`config.mk`:
```
export PLATFORM = sky130hd
export DESIGN_NAME = opc5_mem_arbiter
export DESIGN_NICKNAME = d
export VERILOG_FILES = /design/src/rtl/opc5_mem_arbiter.sv
export SDC_FILE = /design/constraint.sdc
export NUM_CORES = 1
export LEC_CHECK = 0
export ABC_AREA = 1
export BUFFER_PORTS_ARGS = -buffer_cell sky130_fd_sc_hd__clkbuf_2
export CAP_MARGIN = 40
export CORE_MARGIN = 4
export CORE_UTILIZATION = 40
export DETAILED_ROUTE_END_ITERATION = 8
export PLACE_DENSITY = 0.8
export SYNTH_ARGS = -nofsm -noshare
export SYNTH_HDL_FRONTEND = slang
export SYNTH_SLANG_ARGS = --single-unit
export TNS_END_PERCENT = 100
```
`constraint.sdc`:
```
create_clock -name clk_i -period 1.8 [get_ports clk_i]
set_input_delay 0 -clock clk_i [delete_from_list [all_inputs] [get_ports clk_i]]
set_output_delay 0 -clock clk_i [all_outputs]
set_load 0.01 [all_outputs]
```
`src/rtl/opc5_mem_arbiter.sv`:
```
// opc5_mem_arbiter: two-requester arbiter/sequencer for the single-port OPC5 system memory.
// Optional feature macro: OPC5_ARB_ROUND_ROBIN_EN (round-robin tie-break instead of fixed priority).
module opc5_mem_arbiter #(
    parameter int AW   = 16,
    parameter int DW   = 16,
    parameter int WAIT = 1
) (
    input  logic          clk_i,
    input  logic          reset_b_i,
    input  logic          req0_valid_i,
    input  logic          req0_rnw_i,
    input  logic [AW-1:0] req0_addr_i,
    input  logic [DW-1:0] req0_wdata_i,
    output logic          req0_ack_o,
    output logic [DW-1:0] req0_rdata_o,
    input  logic          req1_valid_i,
    input  logic          req1_rnw_i,
    input  logic [AW-1:0] req1_addr_i,
    input  logic [DW-1:0] req1_wdata_i,
    output logic          req1_ack_o,
    output logic [DW-1:0] req1_rdata_o,
    output logic [AW-1:0] mem_addr_o,
    output logic [DW-1:0] mem_wdata_o,
    input  logic [DW-1:0] mem_rdata_i,
    output logic          mem_ceb_o,
    output logic          mem_oeb_o,
    output logic          mem_web_o,
    output logic          busy_o
);
    localparam int CW = 4;

    typedef enum logic [1:0] {IDLE, ACCESS, ACK} state_t;

    state_t        state_q, state_d;
    logic [CW-1:0] cnt_q, cnt_d;
    logic          sel_q, sel_d;
    logic          rnw_q, rnw_d;
    logic [AW-1:0] addr_q, addr_d;
    logic [DW-1:0] wdata_q, wdata_d;
    logic          ceb_q, ceb_d;
    logic          oeb_q, oeb_d;
    logic          web_q, web_d;
    logic [DW-1:0] rdata0_q, rdata0_d;
    logic [DW-1:0] rdata1_q, rdata1_d;
    logic          tie_win;
    logic          win;

`ifdef OPC5_ARB_ROUND_ROBIN_EN
    logic last_q, last_d;

    // last-grant pointer: a tie goes to whoever was not served last
    always_ff @(posedge clk_i) begin
        if (!reset_b_i) last_q <= 1'b1;
        else            last_q <= last_d;
    end

    assign tie_win = ~last_q;
    assign last_d  = (state_q == IDLE && (req0_valid_i || req1_valid_i)) ? win : last_q;
`else
    assign tie_win = 1'b0;
`endif

    // requester 1 wins when it is alone or when the tie-break favours it
    assign win = req1_valid_i & (~req0_valid_i | tie_win);

    // state, latched request fields, registered strobes and per-requester read data
    always_ff @(posedge clk_i) begin
        if (!reset_b_i) begin
            state_q  <= IDLE;
            cnt_q    <= '0;
            sel_q    <= 1'b0;
            rnw_q    <= 1'b1;
            addr_q   <= '0;
            wdata_q  <= '0;
            ceb_q    <= 1'b1;
            oeb_q    <= 1'b1;
            web_q    <= 1'b1;
            rdata0_q <= '0;
            rdata1_q <= '0;
        end else begin
            state_q  <= state_d;
            cnt_q    <= cnt_d;
            sel_q    <= sel_d;
            rnw_q    <= rnw_d;
            addr_q   <= addr_d;
            wdata_q  <= wdata_d;
            ceb_q    <= ceb_d;
            oeb_q    <= oeb_d;
            web_q    <= web_d;
            rdata0_q <= rdata0_d;
            rdata1_q <= rdata1_d;
        end
    end

    // next-state logic; strobes are derived from the next state so they leave the flops clean
    always_comb begin
        state_d  = state_q;
        cnt_d    = cnt_q;
        sel_d    = sel_q;
        rnw_d    = rnw_q;
        addr_d   = addr_q;
        wdata_d  = wdata_q;
        rdata0_d = rdata0_q;
        rdata1_d = rdata1_q;
        case (state_q)
            IDLE: begin
                if (req0_valid_i || req1_valid_i) begin
                    sel_d   = win;
                    rnw_d   = win ? req1_rnw_i : req0_rnw_i;
                    addr_d  = win ? req1_addr_i : req0_addr_i;
                    wdata_d = win ? req1_wdata_i : req0_wdata_i;
                    cnt_d   = CW'(WAIT);
                    state_d = ACCESS;
                end
            end
            ACCESS: begin
                if (cnt_q == '0) begin
                    state_d  = ACK;
                    rdata0_d = (rnw_q && !sel_q) ? mem_rdata_i : rdata0_q;
                    rdata1_d = (rnw_q && sel_q) ? mem_rdata_i : rdata1_q;
                end else begin
                    cnt_d = cnt_q - 1'b1;
                end
            end
            ACK:     state_d = IDLE;
            default: state_d = IDLE;
        endcase
        ceb_d = state_d != ACCESS;
        oeb_d = !(state_d == ACCESS && rnw_d);
        web_d = !(state_d == ACCESS && !rnw_d);
    end

    assign req0_ack_o   = state_q == ACK && !sel_q;
    assign req1_ack_o   = state_q == ACK && sel_q;
    assign req0_rdata_o = rdata0_q;
    assign req1_rdata_o = rdata1_q;
    assign mem_addr_o   = addr_q;
    assign mem_wdata_o  = wdata_q;
    assign mem_ceb_o    = ceb_q;
    assign mem_oeb_o    = oeb_q;
    assign mem_web_o    = web_q;
    assign busy_o       = state_q != IDLE;
endmodule

```
# --- Word level (Yosys, flattened, before mapping) ---
# Cells that the tools add are included.
totals:
  register_bits: 75
  in_bits: 86
  output_inout_bits: 70
  wordCells: 50
classes:
  addsub: 1
  n_eq_ne: 6
  muxes: 11
  n_bitwise: 2
  n_reduce_logical: 19
ops:
  columns: ["operator", "n"]
  rows:
  - ["$mux W16", 2]
  - ["$reduce_and A3 Y1", 3]
  - ["$mux W4", 2]
  - ["$pmux W4 S2", 1]
  - ["$logic_and A1 B1 Y1", 6]
  - ["$eq A2 B1 Y1 const B", 2]
  - ["$logic_not A1 Y1", 4]
  - ["$logic_not A4 Y1", 1]
  - ["$mux W2", 2]
  - ["$ne A2 B2 Y1 const B", 2]
  - ["$pmux W2 S2", 1]
  - ["$reduce_bool A2 Y1", 2]
  - ["$sub A4 B1 Y4 const B", 1]
  - ["$mux W1", 3]
  - ["$eq A2 B2 Y1 const B", 1]
  - ["$logic_not A2 Y1", 1]
  - ["$ne A2 B1 Y1 const B", 1]
  - ["$reduce_and A2 Y1", 1]
  - ["$and A1 B1 Y1", 1]
  - ["$logic_or A1 B1 Y1", 1]
  - ["$not A1 Y1", 1]

# --- Logic depth before layout (Yosys ltp) ---
# Gate-level depths: netlist (run 1).
logic_depth:
  depth_word: 8
  ltp_mapped: 9
  depth_no_buf: 8

# --- Least setup slack after synthesis (run 1) ---
# OpenSTA, ideal clock, no wires.
synth_timing:
  kind: "reg-to-reg"
  from: "reg cnt_q[0]"
  to: "reg rdata0_q[0] (netlist: req0_rdata_o[0])"
  setup_time_ns: 0.114
  t_arrival_ns: 1.184
  t_required_ns: 1.686
  slack_ns: 0.502
  path_stages_with_launch: 10
  path_buffers: 1
  period_less_slack_ns: 1.298
  cell_sequence: "dfxtp_1 > inv_1 > ha_1 > nand2_1 > nor2_1 > nand2_2 > inv_2 > buf_6 > nor2_1 > nor2_1"
synth_via:
  elab_chain_len: 2
synth_lines:
  columns: ["item", "line", "rtl"]
  rows:
  - ["start: declaration", "35", "logic [CW-1:0] cnt_q, cnt_d;"]
  - ["start signal: assignment", "82", "cnt_q <= cnt_d;"]
  - ["$logic_not A4 Y1", "117", "if (cnt_q == '0) begin"]
  - ["$reduce_and A3 Y1 (no source line)", null, null]
  - ["end signal: assignment", "90", "rdata0_q <= rdata0_d;"]
  - ["end: declaration", "43", "logic [DW-1:0] rdata0_q, rdata0_d;"]
# Every way passes these cells.
# A chain may end at the register's enable or synchronous reset.

# --- Worst setup path after layout (run 1) ---
layout_timing:
  from: "reg cnt_q[0]"
  to: "reg rdata0_q[8] (netlist: req0_rdata_o[8])"
# Same word-level chain as after synthesis.

==> flow_metrics.tcl, run 1 <==
set metrics [dict create \
    status "finished, final reports clean" \
    ys_warn_count 0 \
    cp.depth 8 \
    wl_per_cell_um 13.57 \
    globalplace.congestion 0.9004 \
    setup_viol 0 \
    layout_min_cycle_time_ps 1625 \
    syn_area_per_cell_um2 7.184 \
    fin_util 0.6078 \
    die_w_um 97.40 \
    fp.dieArea_um2 9487 \
    synth_top_cell_area_share 0.4697 \
    start_util 0.4116 \
    fp.coreArea_um2 7767 \
    io_pins 156 \
    cp_top_family "simple AND/OR/NAND/NOR gates" \
    area_growth_pct 47.67 \
    fin_skew_ps 10.86 \
    cpMaxStageDelayCell "dfxtp_1" \
    root_buffer "clkbuf_8" \
    startpoint_type "flop" \
    synthTopCellsByArea "dfxtp_1, nor2_1, nand2_1, o211ai_1, o21bai_1" \
    grt_max_degree 53 \
    grt_pass1_vias 3696 \
    worst_ir_drop_vdd_mv 0.4910 \
    drc 0 \
    end_kind "flop" \
    dpl.cell_count 683 \
    whs_ps 7.372 \
    antenna_found_initial 0 \
    numCtsBuffers 9 \
    post_cts.repair.setup_buffers 0 \
    routed_wl_mm 10.18 \
    cts.clk_slew.worst_paths_ps 80 \
    setup_slack_ps 174.6 \
    hold_path_class "in2reg" \
    synth_top_area_cell "dfxtp_1" \
    netlist_area_um2 3197 \
    worstHoldPathCells 5 \
    crit_chain "inv_1 -> ha_1 -> nand2_1 -> nor2_1 -> nand2_2 -> inv_2 -> nor2_1 -> nor2_1" \
    synth-async-reset-ratio 0 \
    postRouteAntennaNets 0 \
    critPathArrivalTime_ps 1850 \
    ys.flop_type "dfxtp_1" \
    synth_cell_types 25 \
    tightest_slew_ps 763.1 \
    cts_tree "done" \
    io_buffers 155 \
    post-place-ws_ps 186.3 \
    crit_top_cell "nor2_1" \
    grt_usage 0.2175 \
    ys_top_cells_by_count "nor2_1, nand2_1, dfxtp_1" \
    final_nets 731 \
    slowest_delay_ps 360 \
    synth-seq-cells 75 \
    placedInstanceArea_um2 4014 \
    layout.cells.non_filler 750 \
    drive_gt1_frac 0.2813 \
    cap_violations 0 \
    synth.most_common_cell "nor2_1" \
    finalInstanceArea_um2 4721 \
    finalMaxSlewViolations 0 \
    crit_buf_inv 2 \
    max_freq_mhz 615.2 \
    first_pass_iters 4 \
    cts_hold_buf 51 \
    crit_type "reg2reg" \
    hpwl_mm 6.758 \
    power_mw 4.371 \
    fin_crit_sh 0.9030 \
    clock_latency_ps 340 \
    grt_pass1_wl_mm 17.02 \
    htree_levels 3 \
    cts.path.max_buffers 2 \
    vias 3626 \
    rows 32 \
    rsz0062_at_grt "no" \
    worstPathRequired_ps 2030 \
    slew_headroom 0.4900 \
    overflow 0 \
    drtIter0Drc 155 \
    clock-sinks 75 \
    cts_resized 0 \
    syn_inst 445 \
    synth_edf_count 0 \
    setup_tns_ps 0 \
    power.leakage_nw 2.403 \
    rr_worst_depth 8 \
    synth_nets 533 \
    crit_fanout 17 \
    post_drt_via_cell_ratio 4.835 \
    power_density_nw_per_um2 926.0 \
    ys_seq_area_frac 0.4697 \
    die_h_um 97.40 \
    hold_viol_final 0 \
]
layout by cell type, fill, tap and decap left out, types with 4 or more instances in the layout:
cell type and instances:
clkbuf_2 155, o211ai_1 32, nor2_1 135, o21bai_1 16, clkbuf_8 11, inv_1 26, nor3_1 4, buf_4 6
dlygate4sd3_1 51, nand3_1 5, dfxtp_1 75, nand2_1 110
where the power goes:
| part | total [mW] | internal, mW | switching [mW] |
|---|---|---|---|
| logic | 1.10 | 0.466 | 0.634 |
| registers | 1.98 | 1.86 | 0.118 |
| clock network | 1.29 | 0.709 | 0.586 |
| total | 4.37 | 3.03 | 1.34 |
registers in the layout (all words and copies together) (netlist names):
name	count
mem_addr_o	16
mem_wdata_o	16
req0_rdata_o	16
req1_rdata_o	16
cnt_q	4
state_q	2
mem_ceb_o	1
mem_oeb_o	1
mem_web_o	1
rnw_q	1
sel_q	1
per-layer routing:
layer  global-route usage  up-vias  share of wire
li1                     -     1792              -
met1               0.2474     1611           0.39
met2               0.3685      191           0.48
met3              0.07322       32          0.096
met4              0.09691        0          0.030
met5                    0        -              0
path summary, 6_finish.rpt:
kind	start	endpoint	slack [ps]
setup / recovery	cnt_q[0]	req0_rdata_o[8]	170
hold / removal	req0_addr_i[11]	mem_addr_o[11]	7
setup reg to reg	cnt_q[0]	req0_rdata_o[8]	170
hold reg to reg	mem_addr_o[5]	mem_addr_o[5]	450
worst reg2reg max path, stage by stage (launching register included):
cell and delay, ps:
dfxtp_1 360, inv_1 90, ha_1 210, nand2_1 160, nor2_1 70, nand2_2 250, inv_2 190, nor2_1 130
nor2_1 60
kinds of logic after synthesis:
family                   after synthesis  share of synthesized area
flip-flops                            75                     0.4697
AND/OR/NAND/NOR                      260                     0.3178
buffers and inverters                 53                    0.07593
AO/OA/AOI/OAI                         55                     0.1288
adder cells (fa/ha/maj)                2                   0.007827
layout make-up:
type | count | area (um2)
diodes | 1 | 2.502
clock buffers | 13 | 158.9
clock inverters | 2 | 35.03
fillers | 678 | 3047
inverters | 28 | 105.1
multi-input cells | 317 | 1459
flip-flops and latches | 75 | 1501
well taps | 102 | 127.6
repair buffers | 212 | 1331
No activity file was read; power rests on OpenSTA's default activity.
==> run 2: changes to the inputs <==
CORE_UTILIZATION = 46   (was 40)
PLACE_DENSITY = 0.89   (was 0.8)
==> run 2 against run 1 <==
Non-clock buffer count up 5. Via count grew 3.7%. Final area grew 1.1%. Clock-buffer cell count is 3 lower. Clock power about the same. Clock skew is 5.6 ps lower. Worst hold slack better by 11 ps. Worst setup slack gained 36 ps. First-iteration DRC count is 12% higher. Maximum frequency rose by 2.3%. Die area is 12% lower. Critical endpoint is now mem_wdata_o[5].
==> flow_metrics.tcl, run 2 (synthesis results as in run 1) <==
set metrics [dict create \
    status "finished, final reports clean" \
    vias 3761 \
    numCtsBuffers 9 \
    slowest_delay_ps 330 \
    cts.clk_slew.worst_paths_ps 80 \
    drc 0 \
    timing.rr.end "mem_wdata_o[5]" \
    routed_wl_mm 10.77 \
    first_pass_iters 5 \
    post_drt_via_cell_ratio 5.124 \
    tightest_slew_ps 548.4 \
    cpMaxStageDelayCell "dfxtp_1" \
    finalMaxSlewViolations 0 \
    power_density_nw_per_um2 926.0 \
    worstPathRequired_ps 2080 \
    io_buffers 155 \
    grt_pass1_vias 3779 \
    internal_power_mw 3.015 \
    crit_buf_inv 1 \
    pwr-share-seq 0.448 \
    rsz0062_at_grt "no" \
    drtIter0Drc 173 \
    drive_gt1_frac 0.2859 \
    p_comb_frac 0.259 \
    crit_type "reg2reg" \
    io_pins 156 \
    end_kind "flop" \
    fin_crit_sh 0.8830 \
    rr_worst_depth 6 \
    globalplace.congestion 0.8097 \
    endpoint "mem_wdata_o[5]" \
    clock-sinks 75 \
    postRouteAntennaNets 0 \
    max_freq_mhz 629.2 \
    crit_top_cell "nor2_1" \
    grt_max_degree 53 \
    rows 30 \
    fp.coreArea_um2 6756 \
    cts.path.max_buffers 2 \
    crit_chain "nor2_1 -> o21ai_4 -> buf_4 -> nor2_1 -> o211ai_1 -> nand2_1" \
    startpoint_type "flop" \
    fin_skew_ps 5.271 \
    rrSetupSlack_ps 210 \
    cts_tree "done" \
    cp_top_family "simple AND/OR/NAND/NOR gates" \
    final_cell_mix "clkbuf_2, nor2_1, nand2_1, dfxtp_1, dlygate4sd3_1" \
    root_buffer "clkbuf_8" \
    antenna_cells 0 \
    wl_per_cell_um 14.67 \
    start_util 0.4731 \
    power.switching_mw 1.404 \
    overflow 0 \
    antenna_found_initial 0 \
    htree_levels 3 \
    clock_power_share 0.293 \
    crit_path_start "state_q[0]" \
    cap_violations 0 \
    area_growth_pct 49.28 \
    cp.depth 6 \
    final_common_cell "clkbuf_2" \
    final_nets 737 \
    layout_min_cycle_time_ps 1589 \
    whs_ps 18.12 \
    fp.dieArea_um2 8348 \
    critPathArrivalTime_ps 1870 \
    post_cts.repair.setup_buffers 0 \
    swShare 0.3178 \
    hold_viol_final 0 \
    grt_usage 0.2570 \
    hpwl_mm 6.350 \
    slew_headroom 0.6344 \
    clock_latency_ps 340 \
    timing.rr.start "state_q[0]" \
    worst_ir_drop_vdd_mv 0.4831 \
    die_w_um 91.37 \
    power.leakage_nw 2.420 \
    hold_path_class "in2reg" \
    die_h_um 91.37 \
    grt_pass1_wl_mm 17.33 \
    crit_fanout 22 \
    setup_tns_ps 0 \
    setup_viol 0 \
    worstHoldPathCells 5 \
]
-- run 2: changes by cell type in the layout (fill, tap and decap cells not counted) --
cell / previous run / this run
dlygate4sd3_1: 51 / 55
clkbuf_1: 2 / 0
buf_16: 0 / 1
nor3_4: 1 / 0
nor2_4: 2 / 3
clkbuf_8: 11 / 10
clkinvlp_4: 0 / 4
diode_2: 1 / 0
nor3_2: 0 / 1
-- run 2: cell type report --
class / count / area (um2)
repair buffers: 217 / 1399
multi-input cells: 318 / 1464
fillers: 485 / 1984
flip-flops and latches: 75 / 1501
inverters: 28 / 105.1
clock buffers: 10 / 137.6
well taps: 80 / 100.1
clock inverters: 6 / 65.06
-- run 2: power by group through the flow --
stage	registers, mW	clock network, mW	logic, mW
final	1.98	1.30	1.15
after global routing	2.00	1.40	1.27
after CTS	1.97	1.32	1.10
after detailed placement	2.01	0	1.01
after global placement	2.00	0	0.967
after floorplan	2.07	0	0.544
-- run 2: worst min-delay path by stage --
| stage | end | slack [ps] | start |
|---|---|---|---|
| final | mem_wdata_o[6] | 20 | req0_wdata_i[6] |
| after global routing | mem_addr_o[14] | 50 | req0_addr_i[14] |
| after global placement | mem_wdata_o[10] | 240 | req1_wdata_i[10] |
| after floorplan | req0_rdata_o[4] | 150 | mem_rdata_i[4] |
| after detailed placement | mem_addr_o[15] | 250 | req1_addr_i[15] |
| after CTS | mem_wdata_o[7] | 2 | req0_wdata_i[7] |
-- run 2: per-layer routing --
layer	share of wire	vias up	track usage
li1	-	1804	-
met1	0.39	1651	0.2950
met2	0.45	256	0.4139
met3	0.11	50	0.08699
met4	0.044	0	0.1508
met5	0	-	0
-- run 2: tightest hold or removal path, delay by kind of cell --
kind,cells,cell delay [ps]
and+or+nand+nor,3,170
buffers and inverters,1,80
AOI/OAI and AO/OA,1,80
-- run 2: timing repair --
action,CTS,global route
endpoints found under the setup margin,0,10
hold endpoints to repair,64,0
gates resized for setup,0,1
hold buffers,55,0
-- run 2: through the flow --
stage	power (mW)	cell area, um2	setup slack, ps	instances	util
final	4.419	4772	210.6	734	0.7063
after global routing	4.664	4772	139.8	734	0.7063
after CTS	4.393	4761	165.7	733	0.7046
after detailed placement	3.013	4008	193.3	662	0.5931
after global placement	2.969	3980	257.2	661	0.5891
after floorplan	2.616	3197	502.3	445	-
==> run 3: changes to the inputs <==
REMOVE_ABC_BUFFERS = 1   (was unset)
==> run 3 against run 2 <==
Register-to-register slack about the same. Clock power increased by 11%. Via count decreased by 2.6%. Sequential power barely moved. Worst setup slack gained 13 ps. First-iteration DRC count is 9.8% lower. Sequential share of layout area increased by 0.29 points. Combinational power about the same. Critical path depth stayed put. Clock skew up 11 ps. Clock-buffer cell count stayed put. Wire length down 2.1%.
==> flow_metrics.tcl, run 3 (synthesis results as in run 1) <==
set metrics [dict create \
    status "finished, final reports clean" \
    crit_type "reg2reg" \
    drc 0 \
    io_pins 156 \
    rows 30 \
    crit_fanout 35 \
    dpl.cell_count 662 \
    cts_tree "done" \
    slew_headroom 0.4751 \
    fin_skew_ps 16.04 \
    die_w_um 91.37 \
    grt_pass1_wl_mm 17.19 \
    post_drt_via_cell_ratio 5.033 \
    cts.path.max_buffers 2 \
    die_h_um 91.37 \
    power_mw 4.536 \
    grt_max_degree 53 \
    worstPathRequired_ps 2070 \
    worst_ir_drop_vdd_mv 0.5509 \
    rr_worst_depth 6 \
    worstHoldPathCells 4 \
    postRouteAntennaNets 0 \
    critPathArrivalTime_ps 1850 \
    clock_latency_ps 340 \
    post-place-ws_ps 292.8 \
    layout_min_cycle_time_ps 1576 \
    grt_usage 0.2540 \
    antenna_found_initial 0 \
    globalplace.congestion 0.7796 \
    rsz0062_at_grt "no" \
    tightest_slew_ps 785.5 \
    finalMaxSlewViolations 0 \
    fp.dieArea_um2 8348 \
    hold_viol_final 0 \
    clock-sinks 75 \
    hold_path_class "in2reg" \
    max_freq_mhz 634.3 \
    antenna_cells 0 \
    cap_violations 0 \
    root_buffer "clkbuf_8" \
    power.leakage_nw 2.415 \
    final_common_cell "clkbuf_2" \
    htree_levels 3 \
    vias 3664 \
    area_growth_pct 47.91 \
    final_nets 731 \
    start_util 0.4731 \
    drive_gt1_frac 0.2870 \
    post_cts.repair.setup_buffers 0 \
    fp.coreArea_um2 6756 \
    final_cell_mix "clkbuf_2, nor2_1, nand2_1, dfxtp_1, dlygate4sd3_1" \
    wl_per_cell_um 14.48 \
    overflow 0 \
    cts_resized 0 \
    power_density_nw_per_um2 959.4 \
    grt_pass1_vias 3639 \
    numCtsBuffers 9 \
    setup_slack_ps 223.5 \
    fin_util 0.6998 \
    end_kind "flop" \
    first_pass_iters 4 \
    io_buffers 155 \
    routed_wl_mm 10.54 \
    startpoint_type "flop" \
    fin_crit_sh 0.8758 \
    drtIter0Drc 156 \
    cts.clk_slew.worst_paths_ps 90 \
    setup_viol 0 \
    hpwl_mm 6.511 \
    layout.cells.non_filler 728 \
]
==> run 3: path summary, 6_finish.rpt <==
path,end,slack (ps),startpoint
max reg2reg,mem_wdata_o[10],220,state_q[0]
min reg2reg,mem_wdata_o[2],460,mem_wdata_o[2]
max,mem_wdata_o[10],220,state_q[0]
min,rnw_q,30,req1_rnw_i
==> run 3: report_power, final <==
| group | switching (mW) | total (mW) | internal (mW) |
|---|---|---|---|
| Combinational | 0.649 | 1.12 | 0.469 |
| Clock | 0.621 | 1.44 | 0.818 |
| Sequential | 0.121 | 1.98 | 1.86 |
==> run 3: area by class of cell <==
type,count,area (um2)
repair buffers,212,1336
well taps,80,100.1
clock inverters,6,88.84
inverters,28,105.1
multi-input cells,317,1459
clock buffers,10,137.6
flip-flops and latches,75,1501
fillers,497,2028
==> run 3: repair_timing <==
item                       CTS  global route
hold endpoints to repair    63             0
setup endpoints to repair    0             0
hold buffers                50             0
==> run 3: through the flow <==
stage | instance area (um2) | hold slack (ps) | TNS, ps
floorplan | 3059 | 84.21 | -1219
global placement | 3986 | 244.9 | 0
detailed placement | 4001 | 252.0 | 0
CTS | 4728 | 0.03147 | 0
global route | 4728 | 19.95 | 0
finish | 4728 | 27.07 | 0
==> run 3: critical path, stage by stage, from the launching register on <==
cell and delay, ps:
dfxtp_1 370, nor2_1 100, o21ai_4 90, inv_2 70, nor2_4 600, nand2_1 140
nand2_1 130
==> run 3: per-layer routing <==
| layer | vias to the layer above | part of all wire | global-route usage |
|---|---|---|---|
| met1 | 1627 | 0.39 | 0.2826 |
| met2 | 202 | 0.48 | 0.4286 |
| met3 | 38 | 0.10 | 0.09031 |
| met4 | 0 | 0.037 | 0.1244 |
| li1 | 1797 | - | - |
| met5 | - | 0 | 0 |
